[src/rtl/s_memory_decrypt.sv]
// s_memory_decrypt
//   RC4 PRGA / decrypt stage. After the key-scheduling shuffle has finished,
//   this block owns the shared 256x8 S memory. For each message byte k it
//   steps i and j, swaps S[i] and S[j], and reads the keystream byte
//   f = S[S[i]+S[j]]. The encrypted byte ROM[k] is XORed with f and written to
//   the decrypted-message RAM. text_ok stays high only while every byte
//   written so far is lowercase a-z or space.
//
// Ports
//   clk        system clock, rising edge
//   reset_n    synchronous active-low reset
//   start      level; sampled in IDLE to begin a run
//   s_addr     S memory address
//   s_data     S memory write data
//   s_wren     S memory write enable
//   s_q        S memory read data (one-cycle synchronous read)
//   rom_addr   encrypted-message ROM address
//   rom_q      encrypted-message ROM data (one-cycle synchronous read)
//   dec_addr   decrypted RAM address
//   dec_data   decrypted RAM write data
//   dec_wren   decrypted RAM write enable
//   done       high while in DONE
//   text_ok    sticky plausibility flag for the current run
//
// state     | meaning
// IDLE      | wait for start; clears i, j, k and re-arms text_ok
// INC_I     | i <= i + 1
// READ_SI   | present S address i
// WAIT_SI   | hold address i, capture si
// CALC_J    | j <= j + si
// READ_SJ   | present S address j
// WAIT_SJ   | hold address j, capture sj
// WRITE_SI  | S[i] <= sj
// WRITE_SJ  | S[j] <= si
// READ_F    | present S address si+sj and ROM address k
// WAIT_F    | hold addresses, capture f and enc
// WRITE_DEC | dec[k] <= f ^ enc, update text_ok
// NEXT_K    | last byte -> DONE, otherwise k <= k + 1
// DONE      | done high; leave when start drops

module s_memory_decrypt #(
  parameter int MSG_LEN = 32
) (
  input  logic       clk,
  input  logic       reset_n,
  input  logic       start,
  output logic [7:0] s_addr,
  output logic [7:0] s_data,
  output logic       s_wren,
  input  logic [7:0] s_q,
  output logic [7:0] rom_addr,
  input  logic [7:0] rom_q,
  output logic [7:0] dec_addr,
  output logic [7:0] dec_data,
  output logic       dec_wren,
  output logic       done,
  output logic       text_ok
);

  typedef enum logic [3:0] {
    IDLE, INC_I, READ_SI, WAIT_SI, CALC_J, READ_SJ, WAIT_SJ,
    WRITE_SI, WRITE_SJ, READ_F, WAIT_F, WRITE_DEC, NEXT_K, DONE
  } state_t;

  localparam logic [7:0] K_LAST = 8'(MSG_LEN - 1);

  state_t     state, state_nxt;
  logic [7:0] i, j, k, si, sj, f, enc;
  logic [7:0] plain;
  logic       plain_ok;

  assign plain    = f ^ enc;
  assign plain_ok = ((plain >= 8'h61) && (plain <= 8'h7a)) || (plain == 8'h20);

  always_ff @(posedge clk) begin
    if (!reset_n) state <= IDLE;
    else          state <= state_nxt;
  end

  always_ff @(posedge clk) begin
    if (!reset_n) begin
      i       <= 8'd0;
      j       <= 8'd0;
      k       <= 8'd0;
      si      <= 8'd0;
      sj      <= 8'd0;
      f       <= 8'd0;
      enc     <= 8'd0;
      text_ok <= 1'b1;
    end else begin
      case (state)
        IDLE: begin
          if (start) begin
            i       <= 8'd0;
            j       <= 8'd0;
            k       <= 8'd0;
            text_ok <= 1'b1;
          end
        end
        INC_I:   i  <= i + 8'd1;
        WAIT_SI: si <= s_q;
        CALC_J:  j  <= j + si;
        WAIT_SJ: sj <= s_q;
        WAIT_F: begin
          f   <= s_q;
          enc <= rom_q;
        end
        WRITE_DEC: if (!plain_ok) text_ok <= 1'b0;
        NEXT_K:    if (k != K_LAST) k <= k + 8'd1;
        default: ;
      endcase
    end
  end

  always_comb begin
    state_nxt = state;
    s_addr    = 8'd0;
    s_data    = 8'd0;
    s_wren    = 1'b0;
    rom_addr  = 8'd0;
    dec_addr  = 8'd0;
    dec_data  = 8'd0;
    dec_wren  = 1'b0;
    done      = 1'b0;
    case (state)
      IDLE:    if (start) state_nxt = INC_I;
      INC_I:   state_nxt = READ_SI;
      READ_SI: begin
        s_addr    = i;
        state_nxt = WAIT_SI;
      end
      WAIT_SI: begin
        s_addr    = i;
        state_nxt = CALC_J;
      end
      CALC_J:  state_nxt = READ_SJ;
      READ_SJ: begin
        s_addr    = j;
        state_nxt = WAIT_SJ;
      end
      WAIT_SJ: begin
        s_addr    = j;
        state_nxt = WRITE_SI;
      end
      WRITE_SI: begin
        s_addr    = i;
        s_data    = sj;
        s_wren    = 1'b1;
        state_nxt = WRITE_SJ;
      end
      WRITE_SJ: begin
        s_addr    = j;
        s_data    = si;
        s_wren    = 1'b1;
        state_nxt = READ_F;
      end
      READ_F: begin
        s_addr    = si + sj;
        rom_addr  = k;
        state_nxt = WAIT_F;
      end
      WAIT_F: begin
        s_addr    = si + sj;
        rom_addr  = k;
        state_nxt = WRITE_DEC;
      end
      WRITE_DEC: begin
        dec_addr  = k;
        dec_data  = plain;
        dec_wren  = 1'b1;
        state_nxt = NEXT_K;
      end
      NEXT_K:  state_nxt = (k == K_LAST) ? DONE : INC_I;
      DONE: begin
        done = 1'b1;
        if (!start) state_nxt = IDLE;
      end
      default: state_nxt = IDLE;
    endcase
  end

endmodule

[config.mk]
export PLATFORM = sky130hd
export DESIGN_NAME = s_memory_decrypt
export DESIGN_NICKNAME = d
export VERILOG_FILES = /design/src/rtl/s_memory_decrypt.sv
export SDC_FILE = /design/constraint.sdc
export NUM_CORES = 1
export LEC_CHECK = 0
export ABC_AREA = 1
export CAP_MARGIN = 15
export CORE_MARGIN = 2
export CORE_UTILIZATION = 48
export CTS_BUF_LIST = sky130_fd_sc_hd__clkbuf_16
export CTS_CLUSTER_DIAMETER = 40
export DETAILED_ROUTE_END_ITERATION = 7
export GPL_ROUTABILITY_DRIVEN = 1
export PLACE_DENSITY = 0.76
export SYNTH_ARGS = -nofsm -noshare
export SYNTH_HDL_FRONTEND = slang
export SYNTH_SLANG_ARGS = --single-unit
[constraint.sdc]
create_clock -name clk -period 1.7 [get_ports clk]
set_input_delay 0.255 -clock clk [delete_from_list [all_inputs] [get_ports clk]]
set_output_delay 0.255 -clock clk [all_outputs]
set_load 0.01 [all_outputs]
======== Yosys cells after proc, flatten, opt, wreduce, memory -nomap -nowiden ========
Cells that the tools add are included.
operators by class
  add/sub/neg operators ................... 4
  $lt $le $gt $ge ......................... 2
  eq/ne operators ......................... 20
  mux-type cells .......................... 20
  bitwise gates (word level) .............. 1
  reduce and logical (&&, ||, !) cells .... 16
operators with widths
  cell                 number
  $pmux 8 s2           4
  $pmux 4 s14          1
  $mux 8               5
  $eq 4x4->1 const B   6
  $pmux 8 s3           1
  $add 8x1->8 const B  2
  $add 8x8->8          2
  $eq 4x3->1 const B   4
  $mux 4               3
  $eq 4x2->1 const B   2
  $eq 8x5->1 const B   1
  $eq 8x6->1 const B   1
  $ge 8x7->1 const B   1
  $le 8x7->1 const B   1
  $ne 2x2->1 const B   4
  $ne 8x5->1 const B   1
  $reduce_bool 2->1    4
  $xor 8x8->8          1
  $reduce_and 2->1     3
  $reduce_and 3->1     2
  $reduce_or 3->1      2
  $mux 1               5
  $eq 4x1->1 const B   1
  $logic_not 4->1      1
  4 further kinds      5
storage, ports and cells
  register bits after elaboration ......... 61
  input bits .............................. 19
  output and inout bits ................... 44

======== Depth between registers and ports, before layout ========
Gate-level depths: netlist of run 1.
  depth in word-level cells ............... 6
  depth in mapped cells ................... 12

======== Least setup slack after synthesis of run 1 ========
No wires, ideal clock.
  kind .................................... register to output
  from .................................... register si[0]
  to ...................................... output s_addr[6]
  arrival time ............................ 1500 ps
  data required time ...................... 1445 ps
  setup slack ............................. -55 ps
  stages on the path, launching flop included .. 12
  cells stage by stage .................... dfxtp_1 > ha_1 > fa_1 > nand3_1 > nand2_1 > nand2_1 > nand2_1 > nand2_1 > nand2_1 > nand2_1 > nand3_1 > nand3_1
on the way
  longest elaborated chain between the ends .. 2
RTL lines
  item                    RTL line  RTL
  from (decl)             68        logic [7:0] i, j, k, si, sj, f, enc;
  from (signal assigned)  101       WAIT_SI: si <= s_q;
  $add 8x8->8             158, 163
  $pmux 8 s3              125       case (state)
  to (decl)               47        output logic [7:0] s_addr,
Every way passes these cells.

======== Worst setup path after layout of run 1 ========
  from .................................... register sj[0]
  to ...................................... output s_addr[6]
on the way
  longest elaborated chain between the ends .. 2
RTL lines
  item                    RTL line  RTL
  from (decl)             68
  from (signal assigned)  103       WAIT_SJ: sj <= s_q;
  $add 8x8->8             158, 163
  $pmux 8 s3              125
Every way passes these cells.

==> flow_summary_export.csv, run 1 <==
group,metric,value,unit
global_route,grt_max_degree,35,
setup_path,arrival,1.95,ns
setup_path,cp-end-kind,"output port",
setup_path,r2r_end,"k[6]",
yosys,synth_area_leaders,"dfxtp_1, nand2_1, nor2_1, o21ai_0, inv_1",
timing,worst_pin_slew,0.476,ns
power,switchingPower,1110,uW
die,dieArea,0.00829,mm^2
global_route,gr-usage-met3,0.0739,
setup_path,cp-start-kind,"register",
die,die_x,91.1,um
timing,slew_viol_final,0,
power,pwr-share-clk,0.444,
detailed_routing,avgViaCountPerCell,6.18,
clocking,cts_tree,"yes",
die,core-area,0.00729,mm^2
detailed_routing,route.detailed.drc,0,
clocking,cts_buffer_depth,2,
setup_path,critPathMaxFanout,3,
setup_path,r2r_start,"state[0]",
yosys,yosys-top-cells-count,"nand2_1, nor2_1, dfxtp_1, inv_1, o21ai_0",
global_route,grt_pass1_vias,4355,
yosys,ys_seq_area_frac,0.336,
setup_path,rrSetupSlack,-0.13,ns
power,cellPowerDensity,668,mW/mm^2
setup_path,critPathTopFamily,"simple AND/OR/NAND/NOR gates",
yosys,synth-async-reset-ratio,0,
timing,fmax,0.453,GHz
yosys,synth-edff-count,0,
yosys,synth_top_cell_by_area,"dfxtp_1",
clocking,cts_buffers,9,
timing,layout_setup_ws,-0.507,ns
yosys,synth_seq_cells,61,
power,p_int,2880,uW
global_route,grt_usage,0.300,
detailed_routing,ant_nets,0,
clocking,holdBufCountCts,0,
yosys,syn-cell-area,0.00364,mm^2
yosys,syn_inst,539,
setup_path,reg2regPathDepth,11,
detailed_routing,first_iter_violations,558,
clocking,clock-sinks,61,
setup_path,path_cells,"ha_4, fa_2, nand3_2, nand2_2, nand2_2, nand2_2, nand2_2, nand2_2, nand2_2, nand3_2, nand3_2, buf_6",
global_route,grt_use_met1,0.348,
detailed_routing,dr.pass1.iters,7,
layout,syn_to_final_growth,64.4,%
global_route,grt_first_pass_wirelength,20300,um
hold_path,min_path_cells,2,
timing,post-route-min-period,2.21,ns
power,swShare,0.278,
layout,layout.nets,730,
clocking,clk_pin_slew,0.05,ns
timing,period_share,1.30,
placement,port_buffers,62,
global_route,grt_overflow,0,
power,pwr-share-comb,0.178,
clocking,cts-root-buf,"clkbuf_16",
yosys,synth_area_per_cell,6.75,um^2
timing,grt_setup_unrepaired,"true",
setup_path,slowest_stage,"fa_2",
timing,timing.slew.headroom,0.680,
global_route,grt_use_met2,0.510,
hold_path,holdCritPathClass,"reg -> reg",
power,p_seq_frac,0.379,
power,vdd_drop_max,0.000631,V
layout,insertedDiodeCount,0,
outcome,status,"finished, violations left",
die,num_rows,31,
detailed_routing,wirelength,16300,um
outcome,violations,"setup timing",
yosys,yosys_warnings,0,
global_route,gr-max-usage-layer,"met2",
job,cap_violations,0,
global_route,antenna_found_initial,0,
yosys,syn_nets,576,
die,start_util,0.499,
yosys,yosys.area.top_type_share,0.336,
power,power_leakage,0.00267,uW
yosys,yosysMostFrequentCell,"nand2_1",
hold_path,hp-start,"text_ok",
setup_path,crit_top_cell,"nand2_2",
yosys,synth-main-ff-cell,"dfxtp_1",
timing,hold_viol_final,0,
setup_path,cp_num_buf_inv,1,
die,io_pins,63,
setup_path,critPathRequiredTime,1.44,ns
layout,drive_gt1_frac,0.387,
detailed_routing,via_count,4916,
setup_path,cp_slowest_stage_delay,0.37,ns
clocking,clock_latency,0.33,ns
placement,gp_congestion,0.894,
timing,fin_skew,0.00610,ns
clocking,cts.htree.levels,3,
die,die_h,91.1,um
yosys,synth_cell_types,36,
timing,setup_tns,-8.64,ns
placement,hpwl,8090,um
hold_path,min_to,"text_ok",
setup_path,worstSetupPathType,"reg -> out",
placement,dp_slack,-0.601,ns
timing,finalSetupViolCount,48,
layout,fin_util,0.820,
detailed_routing,drt-wirelength-per-cell,20.5,um
==> per-stage QoR <==
stage	std cells	instance area [um^2]	total power [uW]	hold slack [ns]
2_1_floorplan	539	3640	1790	0.390
3_3_place_gp	749	4820	2000	0.433
3_5_place_dp	749	4820	2010	0.443
4_1_cts	781	5400	3810	0.452
5_1_grt	796	5980	4080	0.480
6_report	796	5980	3990	0.462
==> logic make-up after synthesis <==
| kind of cell | after synthesis | share of synthesized area |
|---|---|---|
| AO/OA/AOI/OAI | 115 | 0.188 |
| XOR/XNOR | 10 | 0.0241 |
| adder cells (fa/ha/maj) | 18 | 0.0660 |
| AND/OR/NAND/NOR | 258 | 0.301 |
| flip-flops | 61 | 0.336 |
| buffers and inverters | 77 | 0.0846 |
==> state kept, by name (all words and copies together), names as in the netlist <==
name	flops
enc	8
state	4
i	8
k	8
text_ok	1
j	8
f	8
sj	8
si	8
==> placed cells by master (no fill, tap or decap), types with 10 or more instances in the layout <==
| cell | count |
|---|---|
| o21ai_0 | 42 |
| inv_1 | 54 |
| nor2_4 | 28 |
| buf_4 | 65 |
| nand2_2 | 10 |
| buf_6 | 39 |
| buf_2 | 21 |
| nor2_2 | 10 |
| clkdlybuf4s50_1 | 19 |
| nand2_1 | 89 |
| clkbuf_16 | 10 |
| a21oi_1 | 33 |
| nand3_1 | 14 |
| dfxtp_1 | 48 |
| nor2_1 | 74 |
==> worst max-delay path by stage <==
stage	start	slack, ns	cells after the start	endpoint
2_1_floorplan	si[0]	0.006	11	s_addr[6]
3_3_place_gp	si[0]	-0.52	12	s_addr[6]
3_5_place_dp	si[0]	-0.60	12	s_addr[6]
4_1_cts	sj[0]	-0.47	12	s_addr[6]
5_1_grt	sj[0]	-0.57	12	s_addr[6]
6_report	sj[0]	-0.51	12	s_addr[6]
==> what timing repair did <==
item                                    CTS  global route
endpoints found under the setup margin   43            71
buffers inserted                         18            18
pin swaps                                20            47
resized for setup                       245           126
gates cloned                              2             1
endpoints found under the hold margin     0             0
==> power groups by stage <==
stage               registers, uW  logic, uW  clock network [uW]
finish                       1510        709                1770
CTS                          1510        562                1740
global placement             1520        473                   0
detailed placement           1520        486                   0
global route                 1510        739                1830
floorplan                    1530        261                   0
==> worst register-to-register path: stages, from the launching register on <==
cell and delay (ns):
dfxtp_4 0.37, nor2_4 0.23, buf_12 0.15, buf_8 0.10
inv_4 0.04, nor2_4 0.15, buf_6 0.13, a21oi_4 0.09
nor2_4 0.17, nand3_2 0.09, nand2_1 0.12, nor2_1 0.08
==> final cells by class <==
type	count	area [um^2]
multi-input combinational	401	2630
timing repair buffer	155	1430
fill	404	1310
sequential	61	1250
inverter	65	267
clock buffer	9	225
tap	99	124
clock inverter	6	55.1
==> per-layer routing <==
metal	vias up	routed length (um)
met1	2248	5760
met4	0	1300
met5	-	0
met3	139	1660
met2	443	7570
li1	2086	-
No activity file was read; power rests on OpenSTA's default activity.
==> run 2, diff against run 1 <==
CORE_UTILIZATION = 45   (was 48)
PLACE_DENSITY = 0.72   (was 0.76)
==> run 2 against run 1 <==
Net effect:
- highest routed layer unchanged
- clock skew barely moved
- critical endpoint unchanged
- power decreased by 2.0%
- the run still ends with setup timing left
- fmax grew 0.98%
- sequential power barely moved
==> flow_summary_export.csv, run 2 (synthesis results as in run 1) <==
group,metric,value,unit
clocking,cts_buffer_depth,2,
die,die_x,93.9,um
setup_path,worstSetupPathType,"reg -> out",
global_route,grt_overflow,0,
hold_path,holdCritPathClass,"reg -> reg",
timing,post-route-min-period,2.19,ns
layout,syn_to_final_growth,57.8,%
detailed_routing,drt-wirelength-per-cell,17.1,um
timing,timing.slew.headroom,0.689,
clocking,clk_pin_slew,0.05,ns
die,io_pins,63,
clocking,clock-sinks,61,
setup_path,cp_num_buf_inv,1,
setup_path,critPathRequiredTime,1.44,ns
timing,hold_viol_final,0,
die,dieArea,0.00882,mm^2
detailed_routing,route.detailed.drc,0,
detailed_routing,avgViaCountPerCell,5.53,
timing,worst_pin_slew,0.463,ns
setup_path,r2r_end,"k[6]",
power,cellPowerDensity,682,mW/mm^2
clocking,holdBufCountCts,0,
outcome,violations,"setup timing",
setup_path,path_cells,"ha_4, fa_2, nand3_2, nand2_2, nand2_2, nand2_2, nand2_2, nand2_1, nand2_1, nand3_1, nand3_2, buf_6",
placement,gp_congestion,0.873,
layout,layout.nets,729,
die,die_h,93.9,um
setup_path,rrSetupSlack,-0.05,ns
timing,grt_setup_unrepaired,"true",
global_route,grt_usage,0.274,
global_route,grt_max_degree,20,
setup_path,critPathTopFamily,"simple AND/OR/NAND/NOR gates",
die,num_rows,32,
detailed_routing,wirelength,13600,um
timing,fin_skew,0.00656,ns
power,vdd_drop_max,0.000567,V
setup_path,cp_slowest_stage_delay,0.37,ns
setup_path,critPathMaxFanout,3,
layout,layout.cells.most_common_list,"nand2_1, nor2_1, buf_4",
placement,hpwl,7910,um
detailed_routing,via_count,4410,
layout,drive_gt1_frac,0.371,
outcome,status,"finished, violations left",
setup_path,arrival,1.93,ns
detailed_routing,ant_nets,0,
layout,insertedDiodeCount,0,
setup_path,cp-start-kind,"register",
setup_path,reg2regPathDepth,8,
timing,period_share,1.29,
clocking,cts_buffers,9,
setup_path,crit_top_cell,"nand2_2",
job,cap_violations,0,
layout,final_common_cell,"nand2_1",
detailed_routing,first_iter_violations,268,
global_route,antenna_found_initial,0,
global_route,grt_pass1_vias,4151,
die,start_util,0.468,
die,core-area,0.00777,mm^2
clocking,cts-root-buf,"clkbuf_16",
detailed_routing,dr.pass1.iters,5,
timing,fmax,0.458,GHz
setup_path,worst-path-stages,12,
power,power_leakage,0.00256,uW
global_route,grt_first_pass_wirelength,19200,um
setup_path,cp-end-kind,"output port",
setup_path,worstSetupEndpoint,"s_addr[6]",
clocking,cts_tree,"yes",
setup_path,slowest_stage,"fa_2",
setup_path,r2r_start,"k[1]",
setup_path,cp-startpoint,"si[0]",
clocking,clock_latency,0.33,ns
power,total_power,3910,uW
clocking,cts.htree.levels,3,
timing,layout_setup_ws,-0.485,ns
timing,finalSetupViolCount,43,
timing,setup_tns,-5.31,ns
placement,port_buffers,62,
timing,slew_viol_final,0,
## run 2: cell types whose count changed in the layout (fill, tap and decap cells not counted), moves of 4 or more
cell     previous run  this run
buf_6              39        34
buf_4              65        71
nor2_4             28        23
nand2_4             8         2
nand2_1            89        93
## run 2: worst min path at each step
stage	cells after the start	endpoint	start	slack, ns
after CTS	2	text_ok	text_ok	0.45
after floorplan	2	sj[0]	s_q[0]	0.39
after global routing	2	k[7]	k[7]	0.49
after global placement	2	text_ok	text_ok	0.43
final	2	text_ok	text_ok	0.45
after detailed placement	2	text_ok	text_ok	0.44
## run 2: where the power goes
group          switching [uW]  internal (uW)  total (uW)
combinational             364            307         671
clock                     637           1100        1730
sequential               44.5           1470        1510
total                    1050           2870        3910
## run 2: through the flow
step / hold slack, ns / util / area (um^2) / setup WS [ns] / cells
floorplan: 0.390 / - / 3640 / 0.00622 / 539
global placement: 0.431 / 0.617 / 4790 / -0.522 / 751
detailed placement: 0.437 / 0.617 / 4790 / -0.544 / 751
CTS: 0.447 / 0.677 / 5260 / -0.454 / 784
global route: 0.486 / 0.739 / 5740 / -0.584 / 797
finish: 0.455 / 0.739 / 5740 / -0.485 / 797
## run 2: layer usage
metal  up-vias  wire length [um]  global-route usage
met5         -                 0                   0
met4         0               573              0.0845
met3        47               753              0.0498
met2       186              6780               0.480
met1      2096              5530               0.339
li1       2081                 -                   -
## run 2: timing repair
item / in CTS / in global routing
gates cloned: 1 / 0
setup buffers: 20 / 15
pin swaps: 13 / 32
setup endpoints to repair: 43 / 61
resized for setup: 232 / 107
## run 2: area by class of cell
type,count,area (um^2)
multi-input combinational,401,2530
inverter,65,251
clock inverter,5,45.0
sequential,61,1250
fill,543,2030
clock buffer,9,225
tap,102,128
timing repair buffer,154,1310
## run 2: worst register-to-register path, stage by stage, from the launching register on
cell and delay, ns:
dfxtp_2 0.35, ha_4 0.14, nand2_2 0.07, nor2_2 0.16
nand4_1 0.26, a21oi_4 0.36, nor2_2 0.07, a21oi_1 0.16
nor2_1 0.06
